$ cat src/rtl/ofm_out_fsm.sv
// ofm_out_fsm: TX offload output stage.
//   Pops one frame (ctrl word + data beats) from the FWFT ctrl/data FIFOs.
//   It stores the beats while accumulating the RFC1071 sum, folds the sum,
//   inserts the checksum, then replays the frame to the 10G MAC on AXI-Stream.
// Build option:
//   OFM_CSUM_EN  defined   : store-and-forward with checksum insertion and
//                            an oversize frame drop.
//                undefined : cut-through. The ctrl word is popped and ignored.
//                            frame_drop stays 0. There is no frame size limit.
// Ports:
//   mm2s_clk, mm2s_resetn     clock, async active-low reset
//   ctrl_fifo_*               ctrl word {CsCntrl, CsInit, CsInsert, CsBegin}, rden pops
//   data_fifo_*               data beat {last, keep[7:0], data[63:0]}, rden pops
//   tx_t*                     AXI-Stream master to the MAC
//   frame_drop                one-cycle pulse when an oversize frame is discarded
module ofm_out_fsm #(
  parameter int unsigned C_BUF_AW = 9
) (
  input  logic        mm2s_clk,
  input  logic        mm2s_resetn,
  input  logic [63:0] ctrl_fifo_rdata,
  input  logic        ctrl_fifo_empty,
  output logic        ctrl_fifo_rden,
  input  logic [72:0] data_fifo_rdata,
  input  logic        data_fifo_empty,
  output logic        data_fifo_rden,
  output logic [63:0] tx_tdata,
  output logic [7:0]  tx_tkeep,
  output logic        tx_tvalid,
  output logic        tx_tlast,
  input  logic        tx_tready,
  output logic        frame_drop
);

  typedef enum logic [2:0] {S_IDLE, S_LOAD, S_FOLD, S_SEND, S_DROP, S_PASS} state_t;

  state_t state;
  logic   tx_fire;
  logic   tx_free;
  logic   unused_ok;

  assign tx_fire = tx_tvalid & tx_tready;
  assign tx_free = ~tx_tvalid | tx_tready;

`ifdef OFM_CSUM_EN
  localparam int unsigned DEPTH = 1 << C_BUF_AW;

  logic [72:0]         beat_mem [DEPTH];
  logic [72:0]         mem_q;
  logic                mem_v;
  logic                mem_move;
  logic                rd_en;
  logic                rd_done;
  logic [C_BUF_AW-1:0] cnt;
  logic [C_BUF_AW-1:0] last_addr;
  logic [C_BUF_AW-1:0] rd_addr;
  logic [C_BUF_AW-1:0] out_idx;
  logic [15:0]         cs_begin;
  logic [15:0]         cs_insert;
  logic                cs_en;
  logic                ins_ok;
  logic                fold_step;
  logic [31:0]         sum;
  logic [17:0]         beat_sum;
  logic [15:0]         csum;
  logic [7:0]          pop_keep;
  logic [63:0]         send_data;

  assign unused_ok = ^ctrl_fifo_rdata[63:49];
  assign pop_keep  = data_fifo_rdata[71:64];
  assign csum      = ~sum[15:0];
  assign data_fifo_rden = ~data_fifo_empty & ((state == S_LOAD) | (state == S_DROP));
  // RAM output stage refills whenever it is empty or drains this cycle
  assign mem_move  = mem_v & tx_free;
  assign rd_en     = (state == S_SEND) & ~rd_done & (~mem_v | tx_free);

  // Big-endian word contribution of the current beat: even offset = high byte
  always_comb begin
    beat_sum = '0;
    for (int i = 0; i < 8; i++) begin
      if (pop_keep[i] && (16'({cnt, 3'(i)}) >= cs_begin)) begin
        if ((i % 2) == 0) beat_sum = beat_sum + 18'({data_fifo_rdata[8*i +: 8], 8'h00});
        else              beat_sum = beat_sum + 18'(data_fifo_rdata[8*i +: 8]);
      end
    end
  end

  // Checksum overlay on the beat that holds CsInsert
  always_comb begin
    send_data = mem_q[63:0];
    if (ins_ok && (13'(out_idx) == cs_insert[15:3])) begin
      for (int j = 0; j < 4; j++) begin
        if (cs_insert[2:1] == 2'(j)) begin
          send_data[16*j +: 8]     = csum[15:8];
          send_data[16*j + 8 +: 8] = csum[7:0];
        end
      end
    end
  end

  // Beat buffer: written while loading, synchronous read while sending
  always_ff @(posedge mm2s_clk) begin
    if (data_fifo_rden && (state == S_LOAD)) beat_mem[cnt] <= data_fifo_rdata;
    if (rd_en) mem_q <= beat_mem[rd_addr];
  end
`else
  assign unused_ok = ^{ctrl_fifo_rdata, 32'(C_BUF_AW)};
  assign data_fifo_rden = ~data_fifo_empty & (state == S_PASS) & tx_free;
`endif

  // Control FSM and registered outputs
  always_ff @(posedge mm2s_clk or negedge mm2s_resetn) begin
    if (!mm2s_resetn) begin
      state          <= S_IDLE;
      ctrl_fifo_rden <= 1'b0;
      frame_drop     <= 1'b0;
      tx_tdata       <= '0;
      tx_tkeep       <= '0;
      tx_tvalid      <= 1'b0;
      tx_tlast       <= 1'b0;
`ifdef OFM_CSUM_EN
      mem_v     <= 1'b0;
      rd_done   <= 1'b0;
      cnt       <= '0;
      last_addr <= '0;
      rd_addr   <= '0;
      out_idx   <= '0;
      cs_begin  <= '0;
      cs_insert <= '0;
      cs_en     <= 1'b0;
      ins_ok    <= 1'b0;
      fold_step <= 1'b0;
      sum       <= '0;
`endif
    end else begin
      ctrl_fifo_rden <= 1'b0;
      frame_drop     <= 1'b0;
      if (tx_fire) tx_tvalid <= 1'b0;
`ifdef OFM_CSUM_EN
      if (rd_en) begin
        rd_addr <= rd_addr + 1'b1;
        if (rd_addr == last_addr) rd_done <= 1'b1;
      end
      if (rd_en)         mem_v <= 1'b1;
      else if (mem_move) mem_v <= 1'b0;
      if (mem_move) begin
        tx_tdata  <= send_data;
        tx_tkeep  <= mem_q[71:64];
        tx_tlast  <= mem_q[72];
        tx_tvalid <= 1'b1;
        out_idx   <= out_idx + 1'b1;
      end
      case (state)
        // ctrl_fifo_rden guard: empty flag still shows the word being popped
        S_IDLE: if (!ctrl_fifo_empty && !ctrl_fifo_rden) begin
          cs_begin  <= ctrl_fifo_rdata[15:0];
          cs_insert <= ctrl_fifo_rdata[31:16];
          sum       <= 32'(ctrl_fifo_rdata[47:32]);
          cs_en     <= ctrl_fifo_rdata[48] & ~ctrl_fifo_rdata[16];
          ins_ok    <= 1'b0;
          cnt       <= '0;
          state     <= S_LOAD;
        end
        S_LOAD: if (data_fifo_rden) begin
          sum <= sum + 32'(beat_sum);
          cnt <= cnt + 1'b1;
          // Insertion needs both checksum bytes inside the frame
          if (cs_en && (13'(cnt) == cs_insert[15:3]) && pop_keep[{cs_insert[2:1], 1'b1}])
            ins_ok <= 1'b1;
          if (data_fifo_rdata[72]) begin
            last_addr <= cnt;
            fold_step <= 1'b0;
            state     <= S_FOLD;
          end else if (&cnt) begin
            state <= S_DROP;
          end
        end
        S_FOLD: begin
          sum       <= 32'(sum[15:0]) + 32'(sum[31:16]);
          fold_step <= 1'b1;
          if (fold_step) begin
            ctrl_fifo_rden <= 1'b1;
            rd_addr        <= '0;
            rd_done        <= 1'b0;
            out_idx        <= '0;
            state          <= S_SEND;
          end
        end
        S_SEND: if (tx_fire && tx_tlast) state <= S_IDLE;
        S_DROP: if (data_fifo_rden && data_fifo_rdata[72]) begin
          ctrl_fifo_rden <= 1'b1;
          frame_drop     <= 1'b1;
          state          <= S_IDLE;
        end
        default: state <= S_IDLE;
      endcase
`else
      case (state)
        S_IDLE: if (!ctrl_fifo_empty && !ctrl_fifo_rden) begin
          ctrl_fifo_rden <= 1'b1;
          state          <= S_PASS;
        end
        S_PASS: if (data_fifo_rden) begin
          tx_tdata  <= data_fifo_rdata[63:0];
          tx_tkeep  <= data_fifo_rdata[71:64];
          tx_tlast  <= data_fifo_rdata[72];
          tx_tvalid <= 1'b1;
          if (data_fifo_rdata[72]) state <= S_IDLE;
        end
        default: state <= S_IDLE;
      endcase
`endif
    end
  end

endmodule

$ cat config.mk
export PLATFORM = sky130hd
export DESIGN_NAME = ofm_out_fsm
export DESIGN_NICKNAME = d
export VERILOG_FILES = /design/src/rtl/ofm_out_fsm.sv
export SDC_FILE = /design/constraint.sdc
export NUM_CORES = 1
export LEC_CHECK = 0
export ABC_AREA = 1
export CAP_MARGIN = 5
export CORE_MARGIN = 5
export CORE_UTILIZATION = 35
export CTS_CLUSTER_DIAMETER = 100
export CTS_CLUSTER_SIZE = 30
export DETAILED_ROUTE_END_ITERATION = 8
export PLACE_DENSITY = 0.78
export SLEW_MARGIN = 0
export SYNTH_ARGS = -nofsm -noshare
export SYNTH_HDL_FRONTEND = slang
export SYNTH_SLANG_ARGS = --single-unit
$ cat constraint.sdc
create_clock -name mm2s_clk -period 1.5 [get_ports mm2s_clk]
set_input_delay 0.375 -clock mm2s_clk [delete_from_list [all_inputs] [get_ports mm2s_clk]]
set_output_delay 0.375 -clock mm2s_clk [all_outputs]
set_load 0.005 [all_outputs]
Word level (Yosys, flattened, before mapping)
Cells that the tools add are included.
{"block": "classes", "eq_ne": 4, "muxes": 9, "bitwise": 6, "reduce_logical": 6}
{"op": "3-bit 2-to-1 mux", "count": 3}
{"op": "2-bit != test (second input constant)", "count": 3}
{"op": "3-bit one-hot mux with 2 select lines", "count": 1}
{"op": "1-bit 2-to-1 mux", "count": 5}
{"op": "1-bit bitwise AND", "count": 3}
{"op": "3-bit equality test (second input constant)", "count": 1}
{"op": "3-bit zero test", "count": 1}
{"op": "3-bit AND reduction", "count": 1}
{"op": "1-bit zero test", "count": 2}
{"op": "1-bit inverter", "count": 2}
{"op": "2-bit AND reduction", "count": 1}
{"op": "1-bit logical AND", "count": 1}
{"op": "1-bit OR", "count": 1}
{"block": "word_totals", "ff_bits": 78, "in_bits": 142, "output_inout_bits": 77, "elab_cells": 31}

Depth between registers and ports, before layout
{"block": "logic_depth", "word_depth": 5, "depth_mapped": 7, "ltp_nobuf": 5}

Worst setup path after synthesis
No wires, ideal clock.
{"block": "synth_path", "kind": "input -> output", "from": "input port data_fifo_empty", "to": "output port data_fifo_rden", "t_arrival_ns": 0.882, "required_ns": 1.125, "path_slack_ns": 0.243, "path_stages": 5, "path_buffers": 2, "cell_sequence": "nor2_2 > nand2_1 > buf_6 > buf_6 > inv_1"}
{"block": "synth_between", "elab_chain_len": 3}
{"item": "start: declaration", "line": "25", "text": "input logic data_fifo_empty,"}
{"item": "1-bit inverter", "line": "108", "text": "assign data_fifo_rden = ~data_fifo_empty & (state == S_PASS) & tx_free;"}
{"item": "1-bit bitwise AND (2 in series)", "line": "108"}
{"item": "end: declaration", "line": "26", "text": "output logic data_fifo_rden,"}
No other way between the ends.

Worst setup path in the final report
{"block": "layout_path", "from": "register state[0]", "to": "output port data_fifo_rden"}
{"block": "layout_between", "elab_chain_len": 3}
{"item": "start: declaration", "line": "37", "text": "state_t state;"}
{"item": "start signal: assignment", "line": "114", "text": "state <= S_IDLE;"}
{"item": "start signal: assignment", "line": "201", "text": "state <= S_PASS;"}
{"item": "start signal: assignment", "line": "208", "text": "if (data_fifo_rdata[72]) state <= S_IDLE;"}
{"item": "3-bit equality test", "line": "108"}
{"item": "1-bit bitwise AND (2 in series)", "line": "108"}
No other way between the ends.

==> impl_metrics.yaml <==
synth:
  synth_area_per_cell_um2: 9.180
  synthMuxAreaShare: 0
  yosysWarnings: 0
  ys_ff_latch: 76
  synth_compound_area_frac: 0.001642
  synth_xor_area_frac: 0
  synthAdderAreaFrac: 0
  syn-instance-count: 332
  netlist_area_um2: 3048
  synth_top_family_by_area: "simple AND/OR/NAND/NOR gates"
  synthSimpleGateAreaFrac: 0.3083
  synth_nets: 474
  ys_seq_area_frac: 0.6240
  synth_cell_type_count: 13
power:
  switching_share: 0.2800
  power_density_nw_per_um2: 1410
  comb_power_share: 0.284
  leakagePower_uw: 0.002553
  p_clk_frac: 0.289
  p_int_uw: 4871
  pwr-share-seq: 0.426
  vdd_drop_max_v: 0.0007169
  p_switching_uw: 1895
critical_path:
  cp-start-kind: "flop"
  cp-end-kind: "output port"
  critPathKind: "reg2out"
  worstPathMaxFanout: 2
  r2r_slack_ns: 0.16
  required_ns: 1.12
  crit_arrival_ns: 1.06
die:
  initial_core_util: 0.3547
  rows: 34
  die_x_um: 103.3
  core_um2: 8593
  fp.dieH_um: 103.3
  die_area_um2: 10680
  io_pins: 219
drt:
  dr.first_iter.drc_count: 126
  vias: 2749
  vias_per_cell: 4.620
  dr.pass1.iters: 4
  wl_mm: 8.294
  ant_nets: 0
  drc_errors: 0
  routedWlPerCell_um: 13.94
run:
  max_cap_violations: 0
cts:
  cts_tree: "built"
  cts_hold_buf: 0
  clk_pin_slew_worst_paths_ns: 0.08
  worstSkewPairLatency_ns: 0.34
  cts_buffers: 9
  cts_root_buf: "clkbuf_8"
  h-tree-depth: 3
  clkSinkCount: 76
  cts_buffer_depth: 2
timing:
  slew_headroom: 0.6462
  fmax_mhz: 696.8
  fin_crit_ns: 1.435
  setup_violations: 0
  maxSlewViolCount: 0
  period_share: 0.9567
  tightest_slew_ns: 0.5307
  grt_setup_unrepaired: "yes"
  final_hold_viol_count: 0
  finalClockSkew_ns: 0.01126
final_layout:
  final_util: 0.5582
  drive_gt1_frac: 0.06776
  antenna_cells: 0
  area_growth_pct: 57.39
  nets: 625
  fin_cells: 595
global_routing:
  grt_use_total: 0.1588
  grt_pass1_wl_mm: 13.26
  grt_antenna_before_repair: 0
  grt_pass1_vias: 2700
  grt_max_degree: 77
  grt_overflow_total: 0
place:
  placedCellCount: 576
  gp_congestion: 0.7801
  numPortBuffers: 153
  hpwl_mm: 5.906
status:
  status: "completed"
worst_hold_path:
  hold_path_class: "in2async"
==> final timing paths <==
path,from,to,cells after the start
max,state[0],data_fifo_rden,5
min,mm2s_resetn,tx_tkeep[1],2
max reg2reg,state[0],state[0],7
min reg2reg,ctrl_fifo_rden,ctrl_fifo_rden,1
max in group asynchronous,mm2s_resetn,ctrl_fifo_rden,2
min in group mm2s_clk,ctrl_fifo_rden,ctrl_fifo_rden,1
==> power groups by stage <==
stage	Sequential [uW]	Combinational [uW]	Clock, uW
after global placement	2920	2270	0
after detailed placement	2940	2310	0
after global routing	2970	2150	2120
final	2890	1920	1960
after floorplan	2970	735	0
after CTS	2890	1970	2020
==> critical path: stages, from the launching register on <==
cell and delay (ns):
dfrtp_1 0.39, inv_2 0.09, nor2_4 0.04, nand2_2 0.07, inv_2 0.03, buf_2 0.11
==> cell usage after synthesis <==
master,count,area share
buf_4,9,0.022
buf_6,6,0.022
inv_2,1,0.0012
inv_1,3,0.0037
nand2_1,150,0.18
conb_1,1,0.0012
nor3_1,1,0.0016
nand3_1,73,0.12
clkbuf_1,2,0.0025
buf_2,8,0.013
dfrtp_1,76,0.62
o21ai_0,1,0.0016
nor2_2,1,0.0021
==> per-layer routing <==
layer / global-route usage / up-vias / part of all wire
met1: 0.2043 / 1293 / 0.42
met2: 0.2531 / 95 / 0.49
met5: 0 / - / 0
met4: 0.05080 / 0 / 0.014
met3: 0.05433 / 11 / 0.077
li1: - / 1350 / -
==> state kept, by name, indices dropped and copies added, names as in the netlist <==
register,count
tx_tdata,64
tx_tkeep,8
ctrl_fifo_rden,1
state,1
tx_tlast,1
tx_tvalid,1
==> area by class of cell <==
type / instances / area, um^2
clock buffers: 10 / 127.6
multi-input cells: 227 / 958.4
well taps: 108 / 135.1
fillers: 803 / 3796
inverters: 4 / 15.01
clock inverters: 5 / 125.1
flip-flops and latches: 76 / 1902
repair buffers: 165 / 1534
==> what timing repair did <==
| action | in CTS | in global routing |
|---|---|---|
| endpoints found under the setup margin | 100 | 75 |
| pin swaps | 2 | 2 |
| gates resized for setup | 81 | 2 |
| setup buffers | 4 | 0 |
==> logic make-up after synthesis <==
logic type / after synthesis
and+or+nand+nor: 225
buffers and inverters: 29
DFF: 76
AOI/OAI and AO/OA: 1
other: 1
==> stage by stage <==
step	hold WS, ns	worst slack, ns	total power (uW)	TNS [ns]	cell area [um^2]
finish	0.02060	0.06491	6766	0	4797
global route	0.04541	-0.008572	7239	-0.008572	4797
CTS	0.04495	0.01006	6874	0	4793
detailed placement	0.4255	-0.4231	5253	-26.92	4612
global placement	0.4202	-0.4113	5190	-24.84	4612
floorplan	0.07941	0.2429	3705	0	3048
==> cell usage in the layout (no fill, tap or decap) <==
master / Yosys / routed
inv_1: 3 / 2
clkbuf_8: 0 / 9
nand3_1: 73 / 73
inv_2: 1 / 2
clkdlybuf4s50_1: 0 / 74
nor3_1: 1 / 1
conb_1: 1 / 1
buf_4: 9 / 11
nand2_2: 0 / 2
bufinv_16: 0 / 4
buf_6: 6 / 1
dlygate4sd2_1: 0 / 77
dfrtp_1: 76 / 76
clkbuf_1: 2 / 1
o21ai_0: 1 / 1
buf_12: 0 / 1
nand2_1: 150 / 148
buf_2: 8 / 1
nor2_4: 0 / 1
clkinv_2: 0 / 1
Note: power is estimated with default switching activity, not from simulation.
